**src/rtl/ahb_dcmi_v2.sv**
```systemverilog
// AHB-Lite camera (DCMI) capture peripheral: oversampled 8-bit camera port,
// pixel formatting, two-pixel word packing into a FIFO drained through DATA.
module ahb_dcmi_v2 #(
  parameter int unsigned H_ACTIVE   = 320,
  parameter int unsigned FIFO_DEPTH = 16
) (
  input  logic        HCLK,
  input  logic        HRESETn,
  input  logic        HSEL,
  input  logic        HREADY,
  input  logic        HWRITE,
  input  logic [1:0]  HTRANS,
  input  logic [31:0] HADDR,
  input  logic [31:0] HWDATA,
  output logic        HREADYOUT,
  output logic [31:0] HRDATA,
  input  logic        PCLK,
  input  logic        CAM_HREF,
  input  logic        CAM_VSYNC,
  input  logic [7:0]  CAM_D,
  output logic        INT
);

  localparam int unsigned AW = $clog2(FIFO_DEPTH);
  localparam int unsigned LW = AW + 1;

  logic [2:0]  r_pclk_sync, r_href_sync, r_vsync_sync;
  logic [7:0]  r_d_s1, r_d_s2;
  logic        r_phase, r_half;
  logic [7:0]  r_hi;
  logic [15:0] r_pix_cnt, r_lo_pix, r_line_cnt, r_frame_cnt;
  logic        r_en, r_snap, r_armed, r_capturing, r_int;
  logic [1:0]  r_fmt;
  logic [2:0]  r_ie, r_flags;
  logic        r_ph_valid, r_ph_write;
  logic [11:0] r_ph_addr;
  logic [LW-1:0] r_wptr, r_rptr;
  logic [31:0] r_mem [FIFO_DEPTH];

  logic        w_strobe, w_href, w_href_fall, w_vsync, w_vs_fall, w_vs_rise;
  logic        w_pix_valid, w_word_valid, w_push, w_pop, w_ovr_set;
  logic        w_frame_end, w_line_inc, w_en_rise, w_flush;
  logic        w_wr, w_wr_ctrl, w_wr_stat, w_rd_data, w_empty, w_full;
  logic [15:0] w_pixel;
  logic [31:0] w_word;
  logic [LW-1:0] w_level;
  logic [2:0]  w_clr;
  logic        w_unused;

  assign w_unused = ^{HADDR[31:12], HTRANS[0], HWDATA[31:8]};

  // Two-flop synchronisers plus one history stage for edge detection
  always_ff @(posedge HCLK or negedge HRESETn) begin
    if (!HRESETn) begin
      r_pclk_sync  <= '0;
      r_href_sync  <= '0;
      r_vsync_sync <= '0;
      r_d_s1       <= '0;
      r_d_s2       <= '0;
    end else begin
      r_pclk_sync  <= {r_pclk_sync[1:0], PCLK};
      r_href_sync  <= {r_href_sync[1:0], CAM_HREF};
      r_vsync_sync <= {r_vsync_sync[1:0], CAM_VSYNC};
      r_d_s1       <= CAM_D;
      r_d_s2       <= r_d_s1;
    end
  end

  assign w_strobe    = r_pclk_sync[1] & ~r_pclk_sync[2];
  assign w_href      = r_href_sync[1];
  assign w_href_fall = ~r_href_sync[1] & r_href_sync[2];
  assign w_vsync     = r_vsync_sync[1];
  assign w_vs_fall   = ~r_vsync_sync[1] & r_vsync_sync[2];
  assign w_vs_rise   = r_vsync_sync[1] & ~r_vsync_sync[2];

  assign w_pix_valid = w_strobe & w_href & r_phase & (r_pix_cnt < 16'(H_ACTIVE));
  assign w_frame_end = r_capturing & w_vs_rise;
  assign w_line_inc  = r_capturing & w_href_fall & ~w_vsync;

  always_comb begin
    case (r_fmt)
      2'd0:    w_pixel = {4'b0, r_hi[7:4], r_hi[2:0], r_d_s2[7], r_d_s2[4:1]};
      2'd2:    w_pixel = {8'b0, r_hi};
      default: w_pixel = {r_hi, r_d_s2};
    endcase
  end

  // Byte phase and per-line pixel count; both restart while HREF is low
  always_ff @(posedge HCLK or negedge HRESETn) begin
    if (!HRESETn) begin
      r_phase   <= 1'b0;
      r_hi      <= '0;
      r_pix_cnt <= '0;
    end else if (!w_href) begin
      r_phase   <= 1'b0;
      r_pix_cnt <= '0;
    end else if (w_strobe) begin
      r_phase <= ~r_phase;
      if (!r_phase) r_hi <= r_d_s2;
      else if (r_pix_cnt < 16'(H_ACTIVE)) r_pix_cnt <= r_pix_cnt + 16'd1;
    end
  end

  always_comb begin
    w_word_valid = 1'b0;
    w_word       = '0;
    if (r_capturing && r_half) begin
      if (w_pix_valid) begin
        w_word_valid = 1'b1;
        w_word       = {w_pixel, r_lo_pix};
      end else if (w_href_fall) begin
        w_word_valid = 1'b1;
        w_word       = {16'b0, r_lo_pix};
      end
    end
  end

  always_ff @(posedge HCLK or negedge HRESETn) begin
    if (!HRESETn) begin
      r_half   <= 1'b0;
      r_lo_pix <= '0;
    end else if (!r_capturing) begin
      r_half <= 1'b0;
    end else if (w_pix_valid) begin
      r_half <= ~r_half;
      if (!r_half) r_lo_pix <= w_pixel;
    end else if (w_href_fall) begin
      r_half <= 1'b0;
    end
  end

  // AHB address phase is held while the bus is stalled
  always_ff @(posedge HCLK or negedge HRESETn) begin
    if (!HRESETn) begin
      r_ph_valid <= 1'b0;
      r_ph_write <= 1'b0;
      r_ph_addr  <= '0;
    end else if (HREADY) begin
      r_ph_valid <= HSEL & HTRANS[1];
      r_ph_write <= HWRITE;
      r_ph_addr  <= HADDR[11:0];
    end
  end

  assign w_wr      = r_ph_valid & r_ph_write;
  assign w_wr_ctrl = w_wr & (r_ph_addr == 12'h004);
  assign w_wr_stat = w_wr & (r_ph_addr == 12'h008);
  assign w_rd_data = r_ph_valid & ~r_ph_write & (r_ph_addr == 12'h000);
  assign w_flush   = w_wr_ctrl & HWDATA[7];
  assign w_en_rise = w_wr_ctrl & HWDATA[0] & ~r_en;
  assign w_clr     = w_wr_stat ? HWDATA[2:0] : 3'b0;

  assign w_level   = r_wptr - r_rptr;
  assign w_empty   = (w_level == '0);
  assign w_full    = (w_level == LW'(FIFO_DEPTH));
  assign w_push    = w_word_valid & ~w_full & ~w_flush;
  assign w_ovr_set = w_word_valid & w_full;
  assign w_pop     = w_rd_data & ~w_empty;
  assign HREADYOUT = ~(w_rd_data & w_empty & r_en);

  always_ff @(posedge HCLK or negedge HRESETn) begin
    if (!HRESETn) begin
      r_wptr <= '0;
      r_rptr <= '0;
    end else if (w_flush) begin
      r_wptr <= '0;
      r_rptr <= '0;
    end else begin
      if (w_push) r_wptr <= r_wptr + LW'(1);
      if (w_pop)  r_rptr <= r_rptr + LW'(1);
    end
  end

  always_ff @(posedge HCLK) begin
    if (w_push) r_mem[r_wptr[AW-1:0]] <= w_word;
  end

  // Control, capture gating, counters and sticky flags
  always_ff @(posedge HCLK or negedge HRESETn) begin
    if (!HRESETn) begin
      r_en        <= 1'b0;
      r_snap      <= 1'b0;
      r_fmt       <= '0;
      r_ie        <= '0;
      r_armed     <= 1'b0;
      r_capturing <= 1'b0;
      r_line_cnt  <= '0;
      r_frame_cnt <= '0;
      r_flags     <= '0;
      r_int       <= 1'b0;
    end else begin
      if (w_wr_ctrl) begin
        r_en   <= HWDATA[0];
        r_snap <= HWDATA[1];
        r_fmt  <= HWDATA[3:2];
        r_ie   <= HWDATA[6:4];
      end else if (w_frame_end && r_snap) begin
        r_en <= 1'b0;
      end

      if (w_en_rise)                 r_armed <= 1'b1;
      else if (!r_en)                r_armed <= 1'b0;
      else if (r_armed && w_vs_fall) r_armed <= 1'b0;

      if (!r_en)                       r_capturing <= 1'b0;
      else if (w_frame_end && r_snap)  r_capturing <= 1'b0;
      else if (r_armed && w_vs_fall)   r_capturing <= 1'b1;

      if (w_vsync)         r_line_cnt <= '0;
      else if (w_line_inc) r_line_cnt <= r_line_cnt + 16'd1;
      if (w_frame_end)     r_frame_cnt <= r_frame_cnt + 16'd1;

      r_flags <= (r_flags & ~w_clr) | {w_ovr_set, w_frame_end, w_line_inc};
      r_int   <= |(r_flags & r_ie);
    end
  end

  assign INT = r_int;

  always_comb begin
    HRDATA = '0;
    if (r_ph_valid && !r_ph_write) begin
      case (r_ph_addr)
        12'h000: if (!w_empty) HRDATA = r_mem[r_rptr[AW-1:0]];
        12'h004: HRDATA = {25'b0, r_ie, r_fmt, r_snap, r_en};
        12'h008: HRDATA = {r_line_cnt, 8'(w_level), 2'b0, r_capturing, w_full, w_empty, r_flags};
        12'h00C: HRDATA = {16'b0, r_frame_cnt};
        default: HRDATA = '0;
      endcase
    end
  end

endmodule
```
**config.mk**
```make
export PLATFORM = sky130hd
export DESIGN_NAME = ahb_dcmi_v2
export DESIGN_NICKNAME = d
export VERILOG_FILES = /design/src/rtl/ahb_dcmi_v2.sv
export SDC_FILE = /design/constraint.sdc
export NUM_CORES = 1
export LEC_CHECK = 0
export CORE_UTILIZATION = 40
export CTS_CLUSTER_SIZE = 10
export DETAILED_ROUTE_END_ITERATION = 6
export MAX_ROUTING_LAYER = met4
export PLACE_DENSITY = 0.57
export SETUP_SLACK_MARGIN = 0.3
export SYNTH_ARGS = -nofsm -noshare
export SYNTH_HDL_FRONTEND = slang
export SYNTH_SLANG_ARGS = --single-unit
```
**constraint.sdc**
```tcl
create_clock -name HCLK -period 6.14 [get_ports HCLK]
set_input_delay 0.921 -clock HCLK [delete_from_list [all_inputs] [get_ports HCLK]]
set_output_delay 0.921 -clock HCLK [all_outputs]
set_load 0.1 [all_outputs]
```
==> impl_metrics.json <==
{
  "status": "completed",
  "r2r_slack_ps": 1600,
  "antenna_found_initial": 0,
  "place_congestion": 0.8123,
  "path_buf_inv": 2,
  "synth_xor_area_frac": 0.01216,
  "postRouteAntennaNets": 0,
  "drc": 0,
  "yosysWarnings": 0,
  "worst_pin_slew_ps": 1219,
  "cts_buffers": 75,
  "fin_util": 0.4698,
  "dr.pass1.iters": 5,
  "switching_share": 0.2082,
  "async_flop_share": 0.2099,
  "critical_path.top_delay_family": "buffers and inverters",
  "layout_commonest_cell": "edfxtp_1",
  "critical_path_depth": 7,
  "worst-setup-path-type": "reg -> out",
  "fmax_mhz": 187.4,
  "nets": 1676,
  "synth-seq-area-share": 0.7241,
  "cts_tree": "yes",
  "die_area_mm2": 0.06585,
  "reg2reg_to": "r_mem[7][16]",
  "synth.distinct_cells": 57,
  "htreeDepth": 3,
  "synth_top_area_share": 0.5929,
  "drv_cap": 0,
  "grtUsageTotal": 0.2021,
  "grt_overflow": 0,
  "syn_nets": 1581,
  "drtIter0Drc": 1365,
  "n_antenna_cell": 0,
  "crit_path_end_kind": "primary output",
  "io-pin-count": 116,
  "pwr-share-clk": 0.442,
  "ys_top_cells_by_area": "edfxtp_1 59%, dfrtp_1 13%, mux4_2 11%, nor2_1 1.7%, mux2_2 1.6%",
  "intPower_w": 0.007177,
  "synth_top_family_by_area": "multiplexers",
  "cp_slowest_cell": "clkdlybuf4s50_1",
  "leakage_nw": 9.570,
  "grt_pass1_wl_um": 95510,
  "tns_ps": 0,
  "grt_pass1_vias": 14450,
  "grt_start_max_net_pins": 87,
  "ff_latch_area_mm2": 0.01879,
  "synthToLayoutAreaGrowth_pct": 15.11,
  "path_clk_slew_ps": 60,
  "crit_start": "r_rptr[2]",
  "synth_edf_count": 512,
  "nFillCells": 5491,
  "port_buffers": 70,
  "synth_top_flop_cell": "edfxtp_1",
  "row_count": 92,
  "synth-adder-area-share": 0.006562,
  "cp_max_fo": 26,
  "synth_seq_cells": 648,
  "postCtsHoldBufs": 0,
  "fin_skew_ps": 17.53,
  "die_w_um": 256.6,
  "synth-compound-area-share": 0.04685,
  "min_path_type": "reg -> reg",
  "power.density_mw_per_mm2": 303.7,
  "rsz0062_at_grt": "false",
  "multi_input_area_mm2": 0.006859,
  "ir_drop_v": 0.0001889,
  "clockBufferDepth": 3,
  "cp-endpoint": "HREADYOUT",
  "hold_violations": 0,
  "power_frac_comb": 0.027,
  "cts_setup_buffers": 0,
  "synthMuxAreaShare": 0.1322,
  "cts-resized-gates": 0,
  "critPathLaunchType": "flop",
  "vias": 14050,
  "worstSkewPairLatency_ps": 610,
  "most-common-layout-cells": "512 x edfxtp_1, 133 x dfrtp_1, 128 x mux4_2",
  "holdPathStages": 0,
  "netlist_area_mm2": 0.02593,
  "seqPwrFrac": 0.531,
  "synth.avg_cell_area_um2": 17.45,
  "min_period_ps": 5337,
  "slew_violations": 0,
  "critical_path.max_stage_delay_ps": 1020,
  "via_per_inst": 5.665,
  "hpwl_um": 36120,
  "wl_um": 63010,
  "die_height_um": 256.6,
  "fin_crit_sh": 0.8692,
  "required_ps": 5220,
  "clock_sinks": 648,
  "arrival_ps": 4420,
  "wl_per_cell_um": 25.41,
  "slew_headroom": 0.1847,
  "synth_top_cell_by_area": "edfxtp_1",
  "drive_above_1_share": 0.2099,
  "worstRegToRegCells": 9,
  "core_mm2": 0.06354,
  "synthCells": 1486,
  "synthSimpleGateAreaFrac": 0.06248,
  "power.switching_w": 0.001887,
  "cts_root_buf": "clkbuf_16",
  "crit_path_cell_trace": "inv_1 > ha_1 > xnor2_1 > o2111ai_1 > a2bb2oi_1 > nand3_1 > clkdlybuf4s50_1",
  "setup_violations": 0,
  "r2r_start": "r_rptr[2]",
  "initial_core_util": 0.4081
}
worst min path at each step:
stage | from | end | slack (ps)
after floorplan | r_d_s1[0] | r_d_s2[0] | 330
after global placement | r_d_s1[0] | r_d_s2[0] | 330
after detailed placement | r_d_s1[6] | r_d_s2[6] | 340
after CTS | r_d_s1[6] | r_d_s2[6] | 350
after global routing | r_d_s1[6] | r_d_s2[6] | 360
final | r_d_s1[6] | r_d_s2[6] | 350
power groups by stage:
stage               Sequential [W]  Combinational (W)  Clock [W]
finish                     0.00481           0.000245    0.00400
global placement           0.00490           0.000245          0
floorplan                  0.00488           0.000148          0
detailed placement         0.00490           0.000247          0
global route               0.00482           0.000268    0.00427
CTS                        0.00481           0.000249    0.00410
synthesized netlist by cell type (2+ instances only):
cell type	instances
inv_1	17
nand2_1	52
o21ai_0	31
a21oi_1	27
nor2_1	116
a22oi_1	7
mux2_2	36
and3b_1	3
clkbuf_1	63
and4_1	6
o31ai_1	5
ha_1	12
nor3_1	8
o22ai_1	58
nor4b_1	2
nor4_1	2
mux2i_1	14
nor3b_1	3
edfxtp_1	512
mux4_2	128
xnor2_1	18
nor2b_1	10
o21a_1	4
o211ai_1	3
or4_1	4
a22o_1	7
a32oi_1	25
or2_2	3
and3_1	17
or3_1	5
a31oi_1	2
dfrtp_1	136
nand3b_1	3
nand3_1	39
nor4bb_1	2
a21boi_0	2
a21o_1	2
and2_1	26
buf_1	13
nand2b_1	4
buf_2	11
xor2_1	18
nand4_1	16
state kept, by name (all words and copies together) (netlist names), 2 cells and up:
register      count
r_hi              8
r_frame_cnt      16
r_ph_addr        12
r_wptr            5
r_line_cnt       16
r_href_sync       3
r_flags           3
r_rptr            5
r_vsync_sync      3
r_pix_cnt        16
r_ie              3
r_d_s1            8
r_mem           512
r_fmt             2
r_lo_pix         16
r_d_s2            8
r_pclk_sync       3
layer usage:
metal | vias to the layer above | GRT usage | wire length [um]
li1 | 6089 | - | -
met1 | 7499 | 0.2862 | 28750
met2 | 368 | 0.3049 | 29980
met3 | 94 | 0.03460 | 3026
met4 | 0 | 0.04878 | 1256
met5 | - | - | 0
cells by family after synthesis:
| logic type | Yosys count |
|---|---|
| flops | 648 |
| compound gates | 183 |
| mux | 178 |
| xor+xnor | 36 |
| simple gates | 324 |
| fa+ha+maj | 13 |
| buf+inv | 104 |
per-stage QoR:
stage	power, W	cells	hold WS [ps]	worst slack (ps)	cell area (um^2)
6_report	0.009064	2480	347.7	802.9	29850
5_1_grt	0.009359	2480	355.6	535.2	29850
4_1_cts	0.009155	2480	348.5	788.0	29850
3_5_place_dp	0.005146	2350	336.3	1446	27680
3_3_place_gp	0.005140	2350	334.2	1530	27680
2_1_floorplan	0.005025	1486	331.2	-147.1	25930
cell type report:
cell class,count,area share
inverters,17,0.002138
flip-flops and latches,648,0.6294
clock buffers,122,0.07021
clock inverters,8,0.002515
repair buffers,105,0.03047
well taps,846,0.03546
multi-input cells,734,0.2298
Power figures use the tool's default switching activity.
